$ cat config.mk
export PLATFORM = sky130hd
export DESIGN_NAME = stream_line_packer
export DESIGN_NICKNAME = d
export VERILOG_FILES = /design/src/rtl/stream_line_packer_pkg.sv /design/src/rtl/stream_line_assembler.sv /design/src/rtl/stream_line_packer.sv
export SDC_FILE = /design/constraint.sdc
export NUM_CORES = 1
export LEC_CHECK = 0
export CAP_MARGIN = 20
export CORE_MARGIN = 3
export CORE_UTILIZATION = 30
export DETAILED_ROUTE_END_ITERATION = 8
export HOLD_SLACK_MARGIN = 0.1
export PLACE_DENSITY = 0.55
export SYNTH_ARGS = -nofsm -noshare
export SYNTH_HDL_FRONTEND = slang
export SYNTH_SLANG_ARGS = --single-unit
$ cat constraint.sdc
create_clock -name clk -period 1.8 [get_ports clk]
set_input_delay 0.36 -clock clk [delete_from_list [all_inputs] [get_ports clk]]
set_output_delay 0.36 -clock clk [all_outputs]
set_load 0.05 [all_outputs]
$ cat src/rtl/stream_line_packer_pkg.sv
// Shared widths, FSM state encoding and lane index type for the stream line packer.
package stream_line_packer_pkg;

  localparam int LINE_W = 128;
  localparam int LANE_W = 32;
  localparam int BE_W   = 16;

  typedef enum logic [1:0] {
    IDLE  = 2'd0,
    FILL  = 2'd1,
    WRITE = 2'd2,
    DONE  = 2'd3
  } state_e;

  typedef logic [1:0] lane_idx_t;

endpackage

$ cat src/rtl/stream_line_assembler.sv
// Collects 32-bit words into a 128-bit line with a matching byteenable mask.
module stream_line_assembler
  import stream_line_packer_pkg::*;
(
  input  logic              clk,
  input  logic              rst_n,
  input  logic              clear_i,
  input  logic              accept_i,
  input  logic [LANE_W-1:0] data_i,
  output lane_idx_t         lane_idx_o,
  output logic [LINE_W-1:0] line_o,
  output logic [BE_W-1:0]   be_o
);

  lane_idx_t         idx_q,  idx_d;
  logic [LINE_W-1:0] line_q, line_d;
  logic [BE_W-1:0]   be_q,   be_d;

  // NOTE: every combinational output gets a default first so no path holds a stale value (no latch).
  always_comb begin
    idx_d  = idx_q;
    line_d = line_q;
    be_d   = be_q;
    if (clear_i) begin
      idx_d  = '0;
      line_d = '0;
      be_d   = '0;
    end else if (accept_i) begin
      line_d[{idx_q, 5'd0} +: LANE_W] = data_i;
      be_d[{idx_q, 2'd0} +: 4]        = 4'hF;
      idx_d                           = idx_q + 1'b1;
    end
  end

  // NOTE: state registers use non-blocking assignments so all flops update together on the edge.
  always_ff @(posedge clk or negedge rst_n) begin
    if (!rst_n) begin
      idx_q  <= '0;
      line_q <= '0;
      be_q   <= '0;
    end else begin
      idx_q  <= idx_d;
      line_q <= line_d;
      be_q   <= be_d;
    end
  end

  assign lane_idx_o = idx_q;
  assign line_o     = line_q;
  assign be_o       = be_q;

endmodule

$ cat src/rtl/stream_line_packer.sv
// Packs a 32-bit word stream into 128-bit lines written to consecutive RAM line addresses.
module stream_line_packer
  import stream_line_packer_pkg::*;
#(
  parameter int ADDR_W = 8,
  parameter int LANES  = 4
) (
  input  logic              clk,
  input  logic              reset_n,
  input  logic              start,
  input  logic [ADDR_W-1:0] start_addr,
  input  logic              abort,
  input  logic              in_valid,
  output logic              in_ready,
  input  logic [LANE_W-1:0] in_data,
  input  logic              in_eop,
  output logic [ADDR_W-1:0] mem_address,
  output logic [BE_W-1:0]   mem_byteenable,
  output logic              mem_chipselect,
  output logic              mem_write,
  output logic [LINE_W-1:0] mem_writedata,
  output logic              busy,
  output logic              done,
  output logic              wrapped,
  output logic [ADDR_W:0]   lines_written
);

  localparam lane_idx_t LAST_LANE = lane_idx_t'(LANES - 1);

  state_e            state_q, state_d;
  logic [ADDR_W-1:0] addr_q, addr_d;
  logic [ADDR_W:0]   lines_q, lines_d;
  logic              wrapped_q, wrapped_d;
  logic              eop_seen_q, eop_seen_d;
  logic              in_ready_q, busy_q, done_q, mem_we_q;

  logic              asm_clear, asm_accept;
  lane_idx_t         lane_idx;

  stream_line_assembler u_assembler (
    .clk        (clk),
    .rst_n      (reset_n),
    .clear_i    (asm_clear),
    .accept_i   (asm_accept),
    .data_i     (in_data),
    .lane_idx_o (lane_idx),
    .line_o     (mem_writedata),
    .be_o       (mem_byteenable)
  );

  always_comb begin
    state_d    = state_q;
    addr_d     = addr_q;
    lines_d    = lines_q;
    wrapped_d  = wrapped_q;
    eop_seen_d = eop_seen_q;
    asm_clear  = 1'b0;
    asm_accept = 1'b0;
    unique case (state_q)
      IDLE: begin
        // abort wins over a simultaneous start
        if (start && !abort) begin
          state_d    = FILL;
          addr_d     = start_addr;
          lines_d    = '0;
          wrapped_d  = 1'b0;
          eop_seen_d = 1'b0;
          asm_clear  = 1'b1;
        end
      end
      FILL: begin
        if (abort) begin
          state_d   = IDLE;
          asm_clear = 1'b1;
        end else if (in_valid) begin
          asm_accept = 1'b1;
          eop_seen_d = in_eop;
          if (in_eop || lane_idx == LAST_LANE) state_d = WRITE;
        end
      end
      WRITE: begin
        // the line is on the bus this cycle; the assembler is cleared for the next one
        asm_clear = 1'b1;
        addr_d    = addr_q + 1'b1;
        if (&addr_q)          wrapped_d = 1'b1;
        if (!lines_q[ADDR_W]) lines_d   = lines_q + 1'b1;
        if (abort)           state_d = IDLE;
        else if (eop_seen_q) state_d = DONE;
        else                 state_d = FILL;
      end
      DONE:    state_d = IDLE;
      default: state_d = IDLE;
    endcase
  end

  // Status and strobe flops are loaded from the next state so the outputs line up with state_q.
  always_ff @(posedge clk or negedge reset_n) begin
    if (!reset_n) begin
      state_q    <= IDLE;
      addr_q     <= '0;
      lines_q    <= '0;
      wrapped_q  <= 1'b0;
      eop_seen_q <= 1'b0;
      in_ready_q <= 1'b0;
      busy_q     <= 1'b0;
      done_q     <= 1'b0;
      mem_we_q   <= 1'b0;
    end else begin
      state_q    <= state_d;
      addr_q     <= addr_d;
      lines_q    <= lines_d;
      wrapped_q  <= wrapped_d;
      eop_seen_q <= eop_seen_d;
      in_ready_q <= (state_d == FILL);
      busy_q     <= (state_d != IDLE);
      done_q     <= (state_d == DONE);
      mem_we_q   <= (state_d == WRITE);
    end
  end

  assign in_ready       = in_ready_q;
  assign busy           = busy_q;
  assign done           = done_q;
  assign mem_chipselect = mem_we_q;
  assign mem_write      = mem_we_q;
  assign mem_address    = addr_q;
  assign wrapped        = wrapped_q;
  assign lines_written  = lines_q;

endmodule

======== Word level (Yosys, flattened, before mapping) ========
Cells that the tools add are included.
word-level totals
  register bits ........................... 171
  input port bits ......................... 46
  output and inout port bits .............. 167
  logic and storage cells ................. 79
operators by class
  add/subtract/negate cells ............... 5
  eq/ne operators ......................... 12
  shift-type cells ........................ 4
  multiplexer cells ....................... 32
  reductions and logical operators ........ 13
operator list
  operator                  number
  $mux 128                  2
  $bwmux 128                1
  $shift 32x9->128 const A  1
  $shiftx 32x9->128         1
  $mux 16                   2
  $mux 9                    2
  $pmux 9 s2                1
  $bwmux 16                 1
  $mux 2                    8
  $pmux 8 s2                1
  $shift 4x6->16 const A    1
  $shiftx 4x6->16 const A   1
  $eq 2x2->1 const B        5
  $ne 2x2->1 const B        5
  $add 9x1->9 const B       1
  $mux 1                    9
  $neg 7->9                 1
  $add 8x1->8 const B       1
  $mux 8                    1
  $pmux 2 s4                1
  $reduce_and 8->1          1
  $reduce_bool 2->1         4
  $neg 4->6                 1
  $reduce_and 3->1          2
  10 further kinds          12

======== Logic depth before layout (Yosys ltp) ========
Gate-level depths: netlist of run 1.
  depth after elaboration ................. 7
  mapped depth ............................ 8
  mapped depth without buffers ............ 6

======== Hierarchy ========
A second synthesis of run 1 with hierarchy kept.
second synthesis, totals
  cells, all modules ...................... 600
  area, all modules ....................... 7170.6 um2
by module, submodules not included
  module                 times used  cells an instance  area an instance (um2)  seq. area each (um2)
  stream_line_assembler  1           451                5805.6                  3353.2
  stream_line_packer     1           149                1365.1                  625.6

======== Least setup slack after synthesis of run 1 ========
OpenSTA, ideal clock, no wires.
  path type ............................... flip-flop to flip-flop
  start point ............................. reg u_assembler.idx_q[0], in the netlist u_assembler.lane_idx_o[0]
  end point ............................... reg u_assembler.line_q[66], in the netlist u_assembler.line_o[66]
  library setup time ...................... 0.121 ns
  arrival time ............................ 1.712 ns
  setup slack ............................. -0.033 ns
  cell stages (with the launch flop) ...... 8
  clock period less this slack ............ 1.833 ns
  cells stage by stage .................... dfrtp_1 > inv_1 > ha_1 > and3b_1 > and3_1 > buf_6 > buf_6 > a22o_1
between the ends
  word-level cells in the longest chain between the ends .. 5
  elaborated cells on any way between the ends .. 6
  classes of those cells .................. add/sub (1); shift (2); mux (3)
ends and longest elaborated chain
  what                                                   RTL line                     RTL
  start: declaration                                     stream_line_assembler.sv:15  lane_idx_t idx_q, idx_d;
  start signal: assignment                               stream_line_assembler.sv:42  idx_q <= idx_d;
  $neg 7->9 (*)                                          stream_line_assembler.sv:29  line_d[{idx_q, 5'd0} +: LANE_W] = data_i;
  $shiftx 32x9->128 or $shift 32x9->128 (tied branches)  stream_line_assembler.sv:29
  $bwmux 128 (*)                                         stream_line_assembler.sv:29
  $mux 128 (*)                                           stream_line_assembler.sv:28  end else if (accept_i) begin
  $mux 128 (*)                                           stream_line_assembler.sv:24  if (clear_i) begin
  end signal: assignment                                 stream_line_assembler.sv:43  line_q <= line_d;
  end: declaration                                       stream_line_assembler.sv:16  logic [LINE_W-1:0] line_q, line_d;
Every way passes the cells marked *; elsewhere a longest branch is shown, timed or not. The select of a mux whose other input is x is not followed.
A chain may end at the register's enable or synchronous reset.

======== Final worst setup path of run 1 ========
  start point ............................. in abort
  end point ............................... reg u_assembler.line_q[124], in the netlist u_assembler.line_o[124]
between the ends
  word-level cells in the longest chain between the ends .. 5
  elaborated cells on any way between the ends .. 9
  classes of those cells .................. mux (6); reduce/logical (3)
ends and longest elaborated chain
  what                                           RTL line                  RTL
  start: declaration                             stream_line_packer.sv:12  input logic abort,
  $logic_not 1->1                                stream_line_packer.sv:62  if (start && !abort) begin
  $logic_and 1x1->1                              stream_line_packer.sv:62
  $mux 1                                         stream_line_packer.sv:62
  $pmux 1 s3                                     stream_line_packer.sv:59  unique case (state_q)
  $mux 128 or $reduce_bool 2->1 (tied branches)  n/a
Parallel ways exist; a longest one is shown, timed or not.

==> results.txt, run 1 <==
Root Buffer: clkbuf_16
Async S/R FF share, synth: 1.00
Yosys reg bits: 159
CTS Sinks: 159
Synth Area per Inst: 12.8 µm²
full die area: 23000 µm²
number of flops mapped to enable cells by yosys: 0
Synth area leaders: dfrtp_1 (63%), a22o_1 (18%), nor2_1 (2.1%)
layout cell share with drive strength beyond 1: 0.372
status: complete, no violations
Max Freq: 568 MHz
CTS Buf Count: 17
vias in the first global route: 5306
Remaining DRCs: 0
CP Capture Type: flip-flop
DR WL/cell: 20.5 µm
largest net degree at the start of global routing: 48
actual slew at the worst max-slew pin: 0.539 ns
Detailed Place HPWL: 13600 µm
Area Overhead vs Synth: 48.1%
Final Util: 0.459
antenna cells: 0
Hold WS: 0.399 ns
RSZ-0062 raised after global routing: false
DRT iter0 DRCs: 258
CTS H-tree depth: 4
worst skew pair latency: 0.42 ns
R2R cell count: 6
Cell Chain, Critical Path: clkdlybuf4s50_1 > buf_6 > and4bb_1 > buf_4 > nand2_1 > nor4_4 > buf_12 > a22o_1
DRT Pass-1 Iters: 4
Final nets: 793
Crit path arrival time: 2.12 ns
I/O pin total: 213
max-slew violation count: 0
Slew HR: 0.640
Max Clock Skew: 0.0103 ns
Most used DFF post-synth: dfrtp_1
GRT Residual Overflow: 0
synth warn: 0
total of max-cap violations: 0
Mapped Nets: 550
CTS tree: done
antenna viol nets, final: 0
initial antenna violation count: 0
CP required: 2.16 ns
first-pass GRT wire length: 31900 µm
Lkg Pwr: 4.67 nW
Synth cell types: 46
routed vias: 5153
Final Hold Fails: 0
Core Region: 20500 µm²
Critical Path Slowest Stage Cell: clkdlybuf4s50_1
Starting Density: 0.310
Setup crit start kind: input port
commonest cells after routing, fill and taps aside: buf_4 (208), dfrtp_1 (157), a22o_1 (130)
Crit Path Class: input port to flip-flop
GRT Overall Usage: 0.182
Max VDD drop: 0.000612 V
Seq/Total Area, Yosys: 0.626
Rows: 52
Final setup viols: 0
leading area contributor after synthesis: dfrtp_1
HP Class: input port to async pin
Die Y-Extent: 152 µm
Mapped Cells: 496
worst-path fanout max: 32
Overall Power: 0.00901 W
DR vias/cell: 5.04
Port Buf Inserts: 212
Period Utilization, post-route: 0.978
clk slew on worst S/H paths: 0.06 ns
Routability Congestion: 0.815
Final TNS setup: 0 ns
Critical Path Max Stage Delay: 0.45 ns
commonest non-fill, non-tap cell in the layout: buf_4
Synth Cell Area: 6360 µm²
PwrDens: 957 nW/µm²
die width: 152 µm
clock tree buffer depth: 2
Routed WL: 20900 µm
min cycle time layout: 1.76 ns
Yosys top cell area share: 0.626
[power by group]
part	switching [W]	leakage, nW	internal [W]	total (W)
Clock	0.00157	0.266	0.00193	0.00350
Combinational	0.00106	2.22	0.000611	0.00167
Sequential	0.000141	2.19	0.00370	0.00384
[routing by layer]
metal | share of wire | track usage | vias up
met5 | 0 | 0 | -
met4 | 0.012 | 0.0445 | 0
met3 | 0.050 | 0.0399 | 14
met2 | 0.49 | 0.293 | 160
met1 | 0.45 | 0.253 | 2632
li1 | - | - | 2347
[final timing paths]
kind / from / end / slack, ns
hold reg to reg: u_assembler.line_o[105]$_DFFE_PN0P_ / u_assembler.line_o[105]$_DFFE_PN0P_ / 0.50
setup / recovery: abort / u_assembler.line_o[124]$_DFFE_PN0P_ / 0.04
max in group asynchronous: reset_n / lines_written[0]$_DFFE_PN0P_ / 0.75
hold / removal: reset_n / u_assembler.line_o[17]$_DFFE_PN0P_ / 0.40
setup reg to reg: u_assembler.lane_idx_o[0]$_DFFE_PN0P_ / u_assembler.line_o[86]$_DFFE_PN0P_ / 0.07
min in group clk: u_assembler.line_o[105]$_DFFE_PN0P_ / u_assembler.line_o[105]$_DFFE_PN0P_ / 0.50
[synthesized netlist by cell type (all sizes together) (4+ instances only)]
cell    number
buf         28
nand3        9
dfrtp      159
a22o       130
a21oi       19
inv          7
a22oi        7
ha           8
clkbuf      22
o21ai       12
nand2b       4
nand2       15
nor2        35
[through the flow]
step / setup slack, ns / std cells / instance area (µm²)
detailed placement: -0.547 / 969 / 8540
finish: 0.0390 / 1022 / 9410
CTS: 0.0133 / 1016 / 9330
global route: 0.000742 / 1022 / 9410
floorplan: 0.0207 / 496 / 6370
global placement: -0.536 / 969 / 8540
[logic make-up (layout without fill, tap and decap cells)]
family                     count (synthesis)  in the layout  share of synthesized area
and+or+nand+nor                           83             87                     0.0646
AOI/OAI and AO/OA                        186            186                      0.235
muxes                                      2              2                    0.00315
adders and majority gates                  8              8                     0.0157
DFF                                      159            159                      0.626
buffers and inverters                     57            309                     0.0541
xor gates and xnor gates                   1              1                    0.00138
[area by class of cell]
class | count | area (µm²)
fillers | 1868 | 11100
flip-flops and latches | 159 | 3980
repair buffers | 270 | 2330
multi-input cells | 284 | 2170
clock buffers | 18 | 429
well taps | 270 | 338
clock inverters | 14 | 134
inverters | 7 | 28.8
[critical path, delay by kind of cell]
| kind | cells | cell delay, ns |
|---|---|---|
| simple gates | 3 | 0.58 |
| compound gates | 1 | 0.18 |
| buf+inv | 4 | 1.00 |
[sequential cells by signal (all words and copies together), names as in the netlist]
name / count
state_q: 2
mem_chipselect: 1
u_assembler.be_o: 4
in_ready: 1
done: 1
wrapped: 1
u_assembler.line_o: 128
busy: 1
mem_address: 8
lines_written: 9
u_assembler.lane_idx_o: 2
eop_seen_q: 1
[timing repair]
| action | in CTS | in global routing |
|---|---|---|
| setup buffers | 10 | 6 |
| resized for setup | 12 | 4 |
| pin swaps | 6 | 3 |
| hold buffers | 1 | 0 |
| gates cloned | 4 | 0 |
| endpoints found under the setup margin | 128 | 87 |
| hold endpoints to repair | 29 | 0 |
Power figures use the tool's default switching activity.
==> run 2: changes to the inputs <==
--- a/config.mk
+++ b/config.mk
@@ -9,6 +9,7 @@
 export CORE_MARGIN = 3
 export CORE_UTILIZATION = 30
 export DETAILED_ROUTE_END_ITERATION = 8
+export GPL_ROUTABILITY_DRIVEN = 0
 export HOLD_SLACK_MARGIN = 0.1
 export PLACE_DENSITY = 0.55
 export SYNTH_ARGS = -nofsm -noshare
==> constraint.sdc (replaced) <==
create_clock -name clk -period 1.8 [get_ports clk]
set_input_delay 0.27 -clock clk [delete_from_list [all_inputs] [get_ports clk]]
set_output_delay 0.27 -clock clk [all_outputs]
set_load 0.05 [all_outputs]
==> results.txt, run 2 (synthesis results as in run 1) <==
I/O pin total: 213
Slew HR: 0.655
Area after DPL: 8690 µm²
Die Y-Extent: 152 µm
final worst slack: 0.0504 ns
Setup crit start kind: flip-flop
pre-CTS WS: -0.515 ns
HP Class: input port to async pin
Cell Chain, Critical Path: inv_2 > ha_4 > and3b_1 > and3_4 > buf_12 > a22o_1
CTS Sinks: 159
Sw Ratio: 0.303
Final nets: 785
cell area after layout: 9460 µm²
Max Freq: 572 MHz
Port Buf Inserts: 212
Max VDD drop: 0.000544 V
part of the power in combinational logic: 0.182
worst skew pair latency: 0.42 ns
Flop pwr share: 0.428
Final TNS setup: 0 ns
CP required: 2.10 ns
vias in the first global route: 5322
switching power: 0.00272 W
layout cell share with drive strength beyond 1: 0.280
filler instances: 1916
actual slew at the worst max-slew pin: 0.516 ns
full die area: 23000 µm²
Rows: 52
die width: 152 µm
CP endpoint: u_assembler.line_o[83]$_DFFE_PN0P_
Reg-to-Reg Start: u_assembler.lane_idx_o[0]$_DFFE_PN0P_
flop2flop setup slack: 0.05 ns
Starting Density: 0.310
DR vias/cell: 5.03
commonest non-fill, non-tap cell in the layout: dfrtp_1
R2R cell count: 6
status: complete, no violations
DRT iter0 DRCs: 191
routed vias: 5099
Critical path origin: u_assembler.lane_idx_o[0]$_DFFE_PN0P_
CP Capture Type: flip-flop
GRT Overall Usage: 0.181
reg-to-reg endpoint: u_assembler.line_o[83]$_DFFE_PN0P_
total of max-cap violations: 0
CTS tree: done
Area Overhead vs Synth: 48.8%
Buf/Inv on CP: 2
Crit Path Class: flip-flop to flip-flop
Root Buffer: clkbuf_16
Lkg Pwr: 4.82 nW
Final Hold Fails: 0
max-slew violation count: 0
Remaining DRCs: 0
Critical Path Slowest Stage Cell: dfrtp_2
largest net degree at the start of global routing: 47
GRT Residual Overflow: 0
clock share of power: 0.390
Max Clock Skew: 0.0136 ns
CTS Buf Count: 17
antenna viol nets, final: 0
Pint: 0.00625 W
worst-path fanout max: 27
DRT Pass-1 Iters: 4
Routed WL: 20800 µm
DR WL/cell: 20.5 µm
crit-path leading delay family: flip-flops
Core Region: 20500 µm²
clk slew on worst S/H paths: 0.07 ns
initial antenna violation count: 0
Critical Path Max Stage Delay: 0.44 ns
clock tree buffer depth: 2
Crit path arrival time: 2.05 ns
Final setup viols: 0
PwrDens: 949 nW/µm²
Detailed Place HPWL: 13600 µm
antenna cells: 0
number of cells on the critical path: 6
min cycle time layout: 1.75 ns
Period Utilization, post-route: 0.972
commonest cells after routing, fill and taps aside: dfrtp_1 (157), buf_4 (132), a22o_1 (130)
max FFs per register: 128
first-pass GRT wire length: 31700 µm
CTS H-tree depth: 4
run 2: through the flow:
step           total power, W  instances  utilization  hold WS (ns)
2_1_floorplan         0.00474        496            -       -0.0256
3_3_place_gp          0.00539        968        0.424         0.161
3_5_place_dp          0.00542        968        0.424         0.158
4_1_cts               0.00900       1008        0.454         0.283
5_1_grt               0.00933       1014        0.461         0.294
6_report              0.00897       1014        0.461         0.286
run 2: power by group through the flow:
stage               registers (W)  logic [W]  clock network, W
floorplan                 0.00429   0.000450                 0
global placement          0.00390    0.00149                 0
detailed placement        0.00390    0.00151                 0
CTS                       0.00384    0.00157           0.00359
global route              0.00386    0.00173           0.00375
finish                    0.00384    0.00163           0.00350
run 2: per-layer routing:
metal  routed length, µm  GRT usage
met1                9100      0.247
met5                   0          0
met4                 303     0.0535
met2               10300      0.292
met3                1070     0.0384
run 2: repair_timing:
action,CTS,global route
buffers inserted,3,6
hold buffers,1,0
gates resized for setup,78,7
pin swaps,6,8
endpoints found under the setup margin,193,112
gates cloned,4,0
hold endpoints to repair,104,0
run 2: worst min-delay path by stage:
stage          startpoint                             endpoint  slack (ns)  depth (start not counted)
6_report          reset_n  u_assembler.line_o[114]$_DFFE_PN0P_        0.29                          2
5_1_grt           reset_n  u_assembler.line_o[114]$_DFFE_PN0P_        0.29                          2
4_1_cts           reset_n  u_assembler.line_o[114]$_DFFE_PN0P_        0.28                          2
3_5_place_dp      reset_n  u_assembler.line_o[114]$_DFFE_PN0P_        0.16                          1
3_3_place_gp      reset_n   u_assembler.line_o[82]$_DFFE_PN0P_        0.16                          1
2_1_floorplan     reset_n                       busy$_DFF_PN0_       -0.03                          0
run 2: final cells by class:
cell class	instances	area, µm²	area share
Timing Repair Buffer	262	2370	0.250
Tap cell	270	338	0.0357
Clock inverter	13	129	0.0136
Multi-Input combinational cell	284	2170	0.230
Sequential cell	159	3980	0.421
Clock buffer	19	443	0.0468
Inverter	7	26.3	0.00278
